$ cat config.mk
export PLATFORM = sky130hd
export DESIGN_NAME = kinematics_solver
export DESIGN_NICKNAME = d
export VERILOG_FILES = /design/src/rtl/kinematics_solver.sv
export SDC_FILE = /design/constraint.sdc
export NUM_CORES = 2
export LEC_CHECK = 0
export CORE_MARGIN = 3
export CORE_UTILIZATION = 60
export CTS_CLUSTER_DIAMETER = 30
export DETAILED_ROUTE_END_ITERATION = 16
export PLACE_DENSITY = 0.79
export RECOVER_POWER = 25
export SLEW_MARGIN = 20
export SYNTH_ARGS = -nofsm -noshare
export SYNTH_HDL_FRONTEND = slang
export SYNTH_SLANG_ARGS = --single-unit
$ cat constraint.sdc
create_clock -name KINEMATICS_SOLVER_CLOCK_50 -period 11.5 [get_ports KINEMATICS_SOLVER_CLOCK_50]
set_input_delay 2.3 -clock KINEMATICS_SOLVER_CLOCK_50 [delete_from_list [all_inputs] [get_ports KINEMATICS_SOLVER_CLOCK_50]]
set_output_delay 2.3 -clock KINEMATICS_SOLVER_CLOCK_50 [all_outputs]
set_load 0.02 [all_outputs]
$ cat src/rtl/kinematics_solver.sv
// kinematics_solver: mecanum-wheel inverse kinematics in sign-magnitude Q format.
// Wi = (1/r)(vx +/- vy +/- k1*wz), evaluated through one shared multiplier.
// Ports:
//   KINEMATICS_SOLVER_CLOCK_50 / RESET_InLow : clock, async active-low reset
//   KINEMATICS_SOLVER_START_InHigh           : solve request, sampled in IDLE
//   KINEMATICS_SOLVER_TARGET{VX,VY,WZ}_InBus : targets, latched on accept
//   KINEMATICS_SOLVER_W1..W4_OutBus          : wheel speeds, committed together
//   KINEMATICS_SOLVER_BUSY/DONE_OutHigh      : not-IDLE flag, one-cycle done
//   KINEMATICS_SOLVER_OVERFLOW_OutBus        : per-wheel saturation flags
// Optional: define KINEMATICS_SOLVER_SATURATION_EN to clamp instead of wrap.
module kinematics_solver #(
    parameter int                 N_WIDTH    = 32,
    parameter int                 Q_WIDTH    = 15,
    parameter logic [N_WIDTH-1:0] K1_COEF    = 32'h0000151E,
    parameter logic [N_WIDTH-1:0] INV_R_COEF = 32'h000DCB09
) (
    input  logic               KINEMATICS_SOLVER_CLOCK_50,
    input  logic               KINEMATICS_SOLVER_RESET_InLow,
    input  logic               KINEMATICS_SOLVER_START_InHigh,
    input  logic [N_WIDTH-1:0] KINEMATICS_SOLVER_TARGETVX_InBus,
    input  logic [N_WIDTH-1:0] KINEMATICS_SOLVER_TARGETVY_InBus,
    input  logic [N_WIDTH-1:0] KINEMATICS_SOLVER_TARGETWZ_InBus,
    output logic [N_WIDTH-1:0] KINEMATICS_SOLVER_W1_OutBus,
    output logic [N_WIDTH-1:0] KINEMATICS_SOLVER_W2_OutBus,
    output logic [N_WIDTH-1:0] KINEMATICS_SOLVER_W3_OutBus,
    output logic [N_WIDTH-1:0] KINEMATICS_SOLVER_W4_OutBus,
    output logic               KINEMATICS_SOLVER_BUSY_OutHigh,
    output logic               KINEMATICS_SOLVER_DONE_OutHigh,
    output logic [3:0]         KINEMATICS_SOLVER_OVERFLOW_OutBus
);
    localparam int MW = N_WIDTH - 1;
`ifdef KINEMATICS_SOLVER_SATURATION_EN
    localparam bit SAT_EN = 1'b1;
`else
    localparam bit SAT_EN = 1'b0;
`endif

    typedef enum logic [2:0] {
        S_IDLE,
        S_MUL_K,
        S_SUM,
        S_MUL_W,
        S_DONE
    } state_t;

    state_t             state_q, state_d;
    logic [1:0]         idx_q;
    logic [N_WIDTH-1:0] vx_q, vy_q, wz_q, kw_q;
    logic               kw_ov_q;
    logic [N_WIDTH-1:0] sum_q [4];
    logic [3:0]         sov_q;
    logic [N_WIDTH-1:0] res_q [3];
    logic [2:0]         rov_q;
    logic [N_WIDTH-1:0] mul_a, mul_b;
    logic [N_WIDTH:0]   mul_r;
    logic [N_WIDTH:0]   t_mv, t_pv, s1, s2, s3, s4;

    function automatic logic [N_WIDTH-1:0] neg(input logic [N_WIDTH-1:0] a);
        return {~a[N_WIDTH-1], a[MW-1:0]};
    endfunction

    // Returns {overflow, sign, magnitude}.
    function automatic logic [N_WIDTH:0] sm_add(
        input logic [N_WIDTH-1:0] a,
        input logic [N_WIDTH-1:0] b
    );
        logic [MW:0]   s;
        logic [MW-1:0] m;
        logic          sg, ov;
        ov = 1'b0;
        if (a[N_WIDTH-1] == b[N_WIDTH-1]) begin
            s  = {1'b0, a[MW-1:0]} + {1'b0, b[MW-1:0]};
            m  = s[MW-1:0];
            sg = a[N_WIDTH-1];
            ov = s[MW] & SAT_EN;
            if (ov) m = '1;
        end else if (a[MW-1:0] >= b[MW-1:0]) begin
            m  = a[MW-1:0] - b[MW-1:0];
            sg = a[N_WIDTH-1];
        end else begin
            m  = b[MW-1:0] - a[MW-1:0];
            sg = b[N_WIDTH-1];
        end
        if (m == '0) sg = 1'b0;
        return {ov, sg, m};
    endfunction

    // Returns {overflow, sign, magnitude}; magnitude truncated toward zero.
    function automatic logic [N_WIDTH:0] sm_mul(
        input logic [N_WIDTH-1:0] a,
        input logic [N_WIDTH-1:0] b
    );
        logic [2*MW-1:0] p;
        logic [MW-1:0]   m;
        logic            sg, ov;
        p  = {{MW{1'b0}}, a[MW-1:0]} * {{MW{1'b0}}, b[MW-1:0]};
        m  = MW'(p >> Q_WIDTH);
        ov = (|(p >> (MW + Q_WIDTH))) & SAT_EN;
        if (ov) m = '1;
        sg = a[N_WIDTH-1] ^ b[N_WIDTH-1];
        if (m == '0) sg = 1'b0;
        return {ov, sg, m};
    endfunction

    // The single multiplier: k1*wz in MUL_K, sum[idx]*(1/r) otherwise.
    always_comb begin
        mul_a = sum_q[idx_q];
        mul_b = INV_R_COEF;
        if (state_q == S_MUL_K) begin
            mul_a = wz_q;
            mul_b = K1_COEF;
        end
    end

    assign mul_r = sm_mul(mul_a, mul_b);

    always_comb begin
        t_mv = sm_add(vx_q, neg(vy_q));
        t_pv = sm_add(vx_q, vy_q);
        s1   = sm_add(t_mv[N_WIDTH-1:0], neg(kw_q));
        s2   = sm_add(t_pv[N_WIDTH-1:0], kw_q);
        s3   = sm_add(t_pv[N_WIDTH-1:0], neg(kw_q));
        s4   = sm_add(t_mv[N_WIDTH-1:0], kw_q);
    end

    always_ff @(posedge KINEMATICS_SOLVER_CLOCK_50 or
                negedge KINEMATICS_SOLVER_RESET_InLow) begin
        if (!KINEMATICS_SOLVER_RESET_InLow) state_q <= S_IDLE;
        else                                state_q <= state_d;
    end

    always_comb begin
        state_d                        = state_q;
        KINEMATICS_SOLVER_BUSY_OutHigh = 1'b1;
        KINEMATICS_SOLVER_DONE_OutHigh = 1'b0;
        unique case (state_q)
            S_IDLE: begin
                KINEMATICS_SOLVER_BUSY_OutHigh = 1'b0;
                if (KINEMATICS_SOLVER_START_InHigh) state_d = S_MUL_K;
            end
            S_MUL_K: state_d = S_SUM;
            S_SUM:   state_d = S_MUL_W;
            S_MUL_W: if (idx_q == 2'd3) state_d = S_DONE;
            S_DONE: begin
                KINEMATICS_SOLVER_DONE_OutHigh = 1'b1;
                state_d                        = S_IDLE;
            end
            default: state_d = S_IDLE;
        endcase
    end

    always_ff @(posedge KINEMATICS_SOLVER_CLOCK_50 or
                negedge KINEMATICS_SOLVER_RESET_InLow) begin
        if (!KINEMATICS_SOLVER_RESET_InLow) begin
            idx_q   <= '0;
            vx_q    <= '0;
            vy_q    <= '0;
            wz_q    <= '0;
            kw_q    <= '0;
            kw_ov_q <= 1'b0;
            sov_q   <= '0;
            rov_q   <= '0;
            for (int i = 0; i < 4; i++) sum_q[i] <= '0;
            for (int i = 0; i < 3; i++) res_q[i] <= '0;
            KINEMATICS_SOLVER_W1_OutBus       <= '0;
            KINEMATICS_SOLVER_W2_OutBus       <= '0;
            KINEMATICS_SOLVER_W3_OutBus       <= '0;
            KINEMATICS_SOLVER_W4_OutBus       <= '0;
            KINEMATICS_SOLVER_OVERFLOW_OutBus <= '0;
        end else begin
            case (state_q)
                S_IDLE: if (KINEMATICS_SOLVER_START_InHigh) begin
                    vx_q    <= KINEMATICS_SOLVER_TARGETVX_InBus;
                    vy_q    <= KINEMATICS_SOLVER_TARGETVY_InBus;
                    wz_q    <= KINEMATICS_SOLVER_TARGETWZ_InBus;
                    kw_ov_q <= 1'b0;
                    sov_q   <= '0;
                    rov_q   <= '0;
                end
                S_MUL_K: begin
                    kw_q    <= mul_r[N_WIDTH-1:0];
                    kw_ov_q <= mul_r[N_WIDTH];
                end
                S_SUM: begin
                    sum_q[0] <= s1[N_WIDTH-1:0];
                    sum_q[1] <= s2[N_WIDTH-1:0];
                    sum_q[2] <= s3[N_WIDTH-1:0];
                    sum_q[3] <= s4[N_WIDTH-1:0];
                    sov_q[0] <= s1[N_WIDTH] | t_mv[N_WIDTH] | kw_ov_q;
                    sov_q[1] <= s2[N_WIDTH] | t_pv[N_WIDTH] | kw_ov_q;
                    sov_q[2] <= s3[N_WIDTH] | t_pv[N_WIDTH] | kw_ov_q;
                    sov_q[3] <= s4[N_WIDTH] | t_mv[N_WIDTH] | kw_ov_q;
                    idx_q    <= '0;
                end
                S_MUL_W: begin
                    // After three shifts res_q/rov_q hold wheels 1..3 in order.
                    res_q[0] <= res_q[1];
                    res_q[1] <= res_q[2];
                    res_q[2] <= mul_r[N_WIDTH-1:0];
                    rov_q    <= {sov_q[idx_q] | mul_r[N_WIDTH], rov_q[2:1]};
                    idx_q    <= idx_q + 2'd1;
                    if (idx_q == 2'd3) begin
                        KINEMATICS_SOLVER_W1_OutBus <= res_q[0];
                        KINEMATICS_SOLVER_W2_OutBus <= res_q[1];
                        KINEMATICS_SOLVER_W3_OutBus <= res_q[2];
                        KINEMATICS_SOLVER_W4_OutBus <= mul_r[N_WIDTH-1:0];
                        KINEMATICS_SOLVER_OVERFLOW_OutBus <=
                            {sov_q[3] | mul_r[N_WIDTH], rov_q};
                    end
                end
                default: ;
            endcase
        end
    end

endmodule

==> results by group <==
Status
  • Status: finished with violations
  • Failing checks: capacitance limit, slew limit

Synthesis
  • Post-synth top flop: dfrtp_1
  • Top cells by count, synth: nand2_1, inv_1, ha_1, dfrtp_1, o21ai_0
  • Cell with the most instances after synthesis: nand2_1
  • Synthesized area per cell: 8.40 um2
  • EDFF count, synth: 0
  • Seq/Total Area, Yosys: 24.7%
  • Area leader, netlist: dfrtp_1
  • Synth Cell Area: 48,700 um2
  • Post-synthesis cell type count: 99
  • Async SR Flop Fraction: 100%
  • Mapped Cells: 5,804
  • Post-synth top area share: 24.7%
  • Synth top area cells: dfrtp_1, fa_1, ha_1
  • FF+latch count, synth: 482
  • Ys Warns: 0

GRT
  • Gr busiest metal: met2
  • Met2 GRT Util: 62.8%
  • Met3 GRT Util: 8.80%
  • Largest net degree at the start of global routing: 175
  • Antenna violations before repair: 6
  • Met1 usage: 50.4%
  • Grt ovf: 0
  • Vias in the first global route: 43,300
  • All-Layer GR Usage: 39.6%
  • First-pass GRT wire length: 259 mm

Cells and area
  • Area occupied by multi-input gates: 32,900 um2
  • Post-route cell area: 55,400 um2
  • Layout cell share with drive strength beyond 1: 6.72%
  • Area Overhead vs Synth: 13.7%
  • Register area: 12,100 um2
  • Nets@finish: 6,864
  • Fill count: 6,276

Flow run
  • Total of max-cap violations: 4

CTS
  • Clock buffer depth: 3
  • CTS tree: done
  • Clk Latency, worst-skew pair: 0.68 ns
  • Postcts setup bufs: 0
  • Clk slew on worst S/H paths: 0.05 ns
  • H-tree depth: 3
  • Clock buffer count from CTS: 96
  • Clock root buffer: clkbuf_16
  • Clk sinks: 482
  • Cts repair resizes: 0
  • Hold_buf cts: 0

Route
  • Starting DRT DRC Count: 4,801
  • ANT nets after route: 0
  • Wire per inst: 24.0 um
  • DR DRC count: 0
  • DRT Wirelength: 170 mm
  • Via count: 43,700
  • First-pass iteration count of the detailed router: 6
  • Vias per cell: 6.17

Place
  • DP HPWL: 133 mm
  • Count of input and output buffers: 228
  • Routability cong.: 1.08
  • Post-placement cell area: 51,900 um2

Worst setup path
  • Worst stage delay on the critical path: 0.60 ns
  • Worst Path Buf+Inv: 7
  • Worst Path Max Fanout: 67
  • Critical path startpoint category: flip-flop
  • Worst Path Required: 11.98 ns
  • CP Class: flip-flop to flip-flop
  • Most used cell, CP: inv_1
  • Crit path max-delay family: compound AO/OA/AOI/OAI gates
  • CP arrival: 10.45 ns
  • CP max stage cell: or3_2
  • CP Capture Type: flip-flop

Die
  • Row Count: 103
  • Die area: 84,700 um2
  • Die X-Extent: 291 um
  • IO Count: 233
  • Starting density of the core: 61.1%
  • Core ar.: 79,800 um2
  • Die Height: 291 um

Worst hold path
  • Hold Crit Class: flip-flop to flip-flop

Timing
  • # setup viols final: 0
  • Clock skew: 0.0437 ns
  • Crit path time final: 9.97 ns
  • Slew Limit Fails: 429
  • Max_slew headroom: -222%
  • Fin crit share: 86.7%
  • Fin. Hold Viols: 0
  • RSZ-0062 raised after global routing: false
  • Fmax: 100 MHz
  • Setup TNS Final: 0 ns
  • Slew @ Worst Pin: 4.83 ns
[area by class of cell]
cell class / instances / share of cell area (%)
inverters: 712 / 4.83
diodes: 1 / 0.00452
clock inverters: 64 / 1.58
clock buffers: 116 / 4.73
flip-flops and latches: 482 / 21.8
repair buffers: 310 / 5.27
well taps: 1050 / 2.37
multi-input cells: 4340 / 59.4
[metrics by stage]
| step | std cells | utilization [%] | setup slack [ns] | hold WS, ns |
|---|---|---|---|---|
| final | 7075 | 69.4 | 1.53 | 0.464 |
| after global routing | 7074 | 69.4 | 0.968 | 0.489 |
| after CTS | 7074 | 69.5 | 1.67 | 0.465 |
| after detailed placement | 6894 | 65.1 | 1.68 | 0.451 |
| after global placement | 6894 | 65.1 | 1.91 | 0.446 |
| after floorplan | 5837 | - | 2.20 | 0.433 |
[final timing paths]
kind,startpoint,to,slack [ns],cells past startpoint
min in group asynchronous,KINEMATICS_SOLVER_RESET_InLow,vx_q[19],3.33,1
max in group asynchronous,KINEMATICS_SOLVER_RESET_InLow,KINEMATICS_SOLVER_W1_OutBus[24],2.38,2
min reg2reg,res_q[90],KINEMATICS_SOLVER_W1_OutBus[26],0.46,2
max reg2reg,state_q[0],res_q[31],1.53,34
max,state_q[0],res_q[31],1.53,34
min,res_q[90],KINEMATICS_SOLVER_W1_OutBus[26],0.46,2
[registers in the layout (all words and copies together), names as in the netlist]
| name | flops |
|---|---|
| state_q | 3 |
| KINEMATICS_SOLVER_W2_OutBus | 32 |
| sum_q | 125 |
| vy_q | 32 |
| KINEMATICS_SOLVER_W1_OutBus | 32 |
| idx_q | 2 |
| kw_q | 32 |
| KINEMATICS_SOLVER_W4_OutBus | 32 |
| wz_q | 32 |
| KINEMATICS_SOLVER_W3_OutBus | 32 |
| vx_q | 32 |
| res_q | 96 |
[layout by cell type (no fill, tap or decap), types with 35 or more instances in the layout]
cell type / instances
nor4_1: 39
dfrtp_1: 481
clkdlybuf4s50_1: 226
buf_4: 76
nand4_1: 50
a31oi_1: 54
xor2_1: 52
clkbuf_16: 97
nand2_1: 1059
conb_1: 35
a21o_1: 78
xnor2_1: 177
o21ai_0: 367
o21ai_1: 38
nand3_1: 67
nor3_1: 74
inv_1: 708
ha_1: 499
a21oi_1: 348
mux2i_1: 92
fa_1: 324
o21bai_1: 72
mux2_2: 64
nor2_1: 300
[worst register-to-register path: cells and delay by family, from the launching register on]
| kind | cells | cell delay (ns) |
|---|---|---|
| AO/OA/AOI/OAI | 14 | 3.21 |
| flip-flops | 1 | 0.46 |
| XOR/XNOR | 1 | 0.18 |
| buffers and inverters | 7 | 1.10 |
| adder cells (fa/ha/maj) | 8 | 3.05 |
| AND/OR/NAND/NOR | 4 | 1.82 |
[layer usage]
layer  wire, um  up-vias
met5         94        -
met2      77300     2251
met3      16300      553
met4      11400        8
li1           -    19600
met1      64800    21300
[logic make-up after synthesis]
logic type	after synthesis	share of synthesized area, %
buf+inv	1015	8.13
compound gates	1249	15.8
flops	482	24.7
other cells	2	0.0154
mux	187	4.80
xor+xnor	231	4.15
fa+ha+maj	823	26.1
simple gates	1815	16.2
Power is not shown: default switching activity piles up to over one toggle a cycle in this logic, so the estimate is an artifact.
==> patch (same settings) <==
Build with the macro `KINEMATICS_SOLVER_SATURATION_EN` defined.
--- a/src/rtl/kinematics_solver.sv
+++ b/src/rtl/kinematics_solver.sv
@@ -9,4 +9,6 @@
 //   KINEMATICS_SOLVER_OVERFLOW_OutBus        : per-wheel saturation flags
 // Optional: define KINEMATICS_SOLVER_SATURATION_EN to clamp instead of wrap.
+`define KINEMATICS_SOLVER_SATURATION_EN
+
 module kinematics_solver #(
     parameter int                 N_WIDTH    = 32,
Formal check against the unedited RTL: no difference found for any inputs over 4 cycles, from zero or initial values and one cycle with KINEMATICS_SOLVER_RESET_InLow low; that may be too few to reach the edited logic, so the function may still have changed.
==> patch against the unedited design <==
The flow still finishes with violations (max-capacitance violations, max-slew violations); setup slack worse by 0.36 ns; cell count grew 12%; final area is 9.2% higher; area after synthesis up 10%; routed wire length is 19% higher; synthesized cell count grew 13%; critical path depth is 7 lower; sequential cell count increased by 15.
Power is not shown: default switching activity piles up to over one toggle a cycle in this logic, so the estimate is an artifact.
==> patch: results (changes against the unedited design) <==
register area share after synthesis 23.19% (-1.6 points); Largest register FFs 128 (+2.4%); worst slew pin tran 6.234 ns (+1.406 ns); Final min period 10.33 ns (+0.3627 ns); Routed wire per std cell 25.54 µm (+6.4%); DRT Pass-1 Iters 7 (+1); synth cell count leaders 1,185 x nand2_1, 765 x inv_1, 541 x ha_1; detailed placement HPWL 159,300 µm (+20%); dpl ws 1.692 ns (+0.01014 ns); status finished with violations; Netlist cell types 107 (+8.1%); GPL Wtd Cong 1.072 (-1.0%); postcts setup bufs 0 (unchanged); r2r setup slk 1.17 ns (-0.36 ns); ranking of synthesized cells by area dfrtp_1 23%, ha_1 13%, fa_1 12%; top flop regs sum_q (128), res_q (96); slowest CP cell dfrtp_1; nets 7,617 (+11%); largest net degree at the start of global routing 198 (+13%); CTS buffer count 98 (+2.1%); post_cts resized 0 (unchanged); Max Cap Viol 2 (-2); Pins Over Slew Limit 181 (-58%); Largest delay share family, worst path adder cells; CTS clock-pin slew for the worst setup and hold paths 0.06 ns; Max stage delay on crit path 1.31 ns (+0.71 ns); Port-buffer cells 232 (+1.8%); GR Util All Layers 42.81% (+3.2 points); Worst-Skew Late Latency 0.71 ns (+0.03 ns); first-pass GRT wire length 303,600 µm (+17%); Worst Path Arrival 10.85 ns (+0.40 ns); FFs w/ async S/R, synth 100.0% (unchanged); share of layout cells above drive strength 1 6.995% (+0.27 points); failing checks max-capacitance violations, max-slew violations; vias in the first global route 50.05k (+16%); Synth warnings 0 (unchanged); worst r2r path cells 27 (-21%); HP Class reg -> reg; vias per inst 6.339 (+2.7%); Clock Skews 0.08421 ns (+0.04048 ns); WHS Path Cells 2 (unchanged); Iter 0 DRT Violations 5,870 (+22%); maximum fanout along the worst path 47 (-30%)
-- patch: cell count changes after synthesis, sizes merged, moves of 24 or more --
cell	before	now
inv	710	767
and2	33	58
mux2	64	94
nand2	1061	1185
clkbuf	219	262
o21ai	406	466
nor3	75	99
a21o	78	109
xnor2	178	140
nor2	304	360
o21a	31	56
ha	499	541
-- patch: layout make-up --
| cell class | instances | area, µm² |
|---|---|---|
| multi-input cells | 4965 | 37080 |
| inverters | 774 | 2907 |
| fillers | 7085 | 28000 |
| flip-flops and latches | 497 | 12440 |
| clock inverters | 71 | 1044 |
| clock buffers | 112 | 2595 |
| well taps | 1165 | 1458 |
| diodes | 2 | 5.005 |
| repair buffers | 314 | 2985 |
-- patch: worst min-delay path: cells and delay by family, from the launching register on --
family | cells | cell delay [ns]
AND/OR/NAND/NOR | 2 | 0.10
flip-flops | 1 | 0.34
-- patch: stage by stage --
stage          hold slack (ns)  area, µm²  cells
2_1_floorplan           0.4384      53740   6572
3_3_place_gp            0.4480      56890   7715
3_5_place_dp            0.4531      56890   7715
4_1_cts                 0.4676      60530   7898
5_1_grt                 0.4798      60510   7899
6_report                0.4657      60510   7900
-- patch: layer usage --
metal	share of wire, %	routed length [µm]	track usage (%)
met5	0.012	25	0
met4	7.9	15900	28.31
met3	9.4	18890	9.443
met2	45	90900	67.94
met1	38	76060	52.64
-- patch: logic make-up after synthesis --
| family | after synthesis | synth area share (%) |
|---|---|---|
| simple gates | 2195 | 18.37 |
| compound gates | 1477 | 17.52 |
| buf+inv | 1110 | 8.033 |
| fa+ha+maj | 868 | 24.83 |
| flops | 497 | 23.19 |
| mux | 218 | 5.165 |
| xor+xnor | 176 | 2.874 |
| other cells | 2 | 0.01400 |
-- patch: final timing paths --
path	endpoint	start
min reg2reg	KINEMATICS_SOLVER_W1_OutBus[2]	res_q[66]
max	KINEMATICS_SOLVER_W4_OutBus[15]	idx_q[0]
max in group asynchronous	sum_q[47]	KINEMATICS_SOLVER_RESET_InLow
max reg2reg	KINEMATICS_SOLVER_W4_OutBus[15]	idx_q[0]
min in group asynchronous	KINEMATICS_SOLVER_W1_OutBus[17]	KINEMATICS_SOLVER_RESET_InLow
min	KINEMATICS_SOLVER_W1_OutBus[2]	res_q[66]
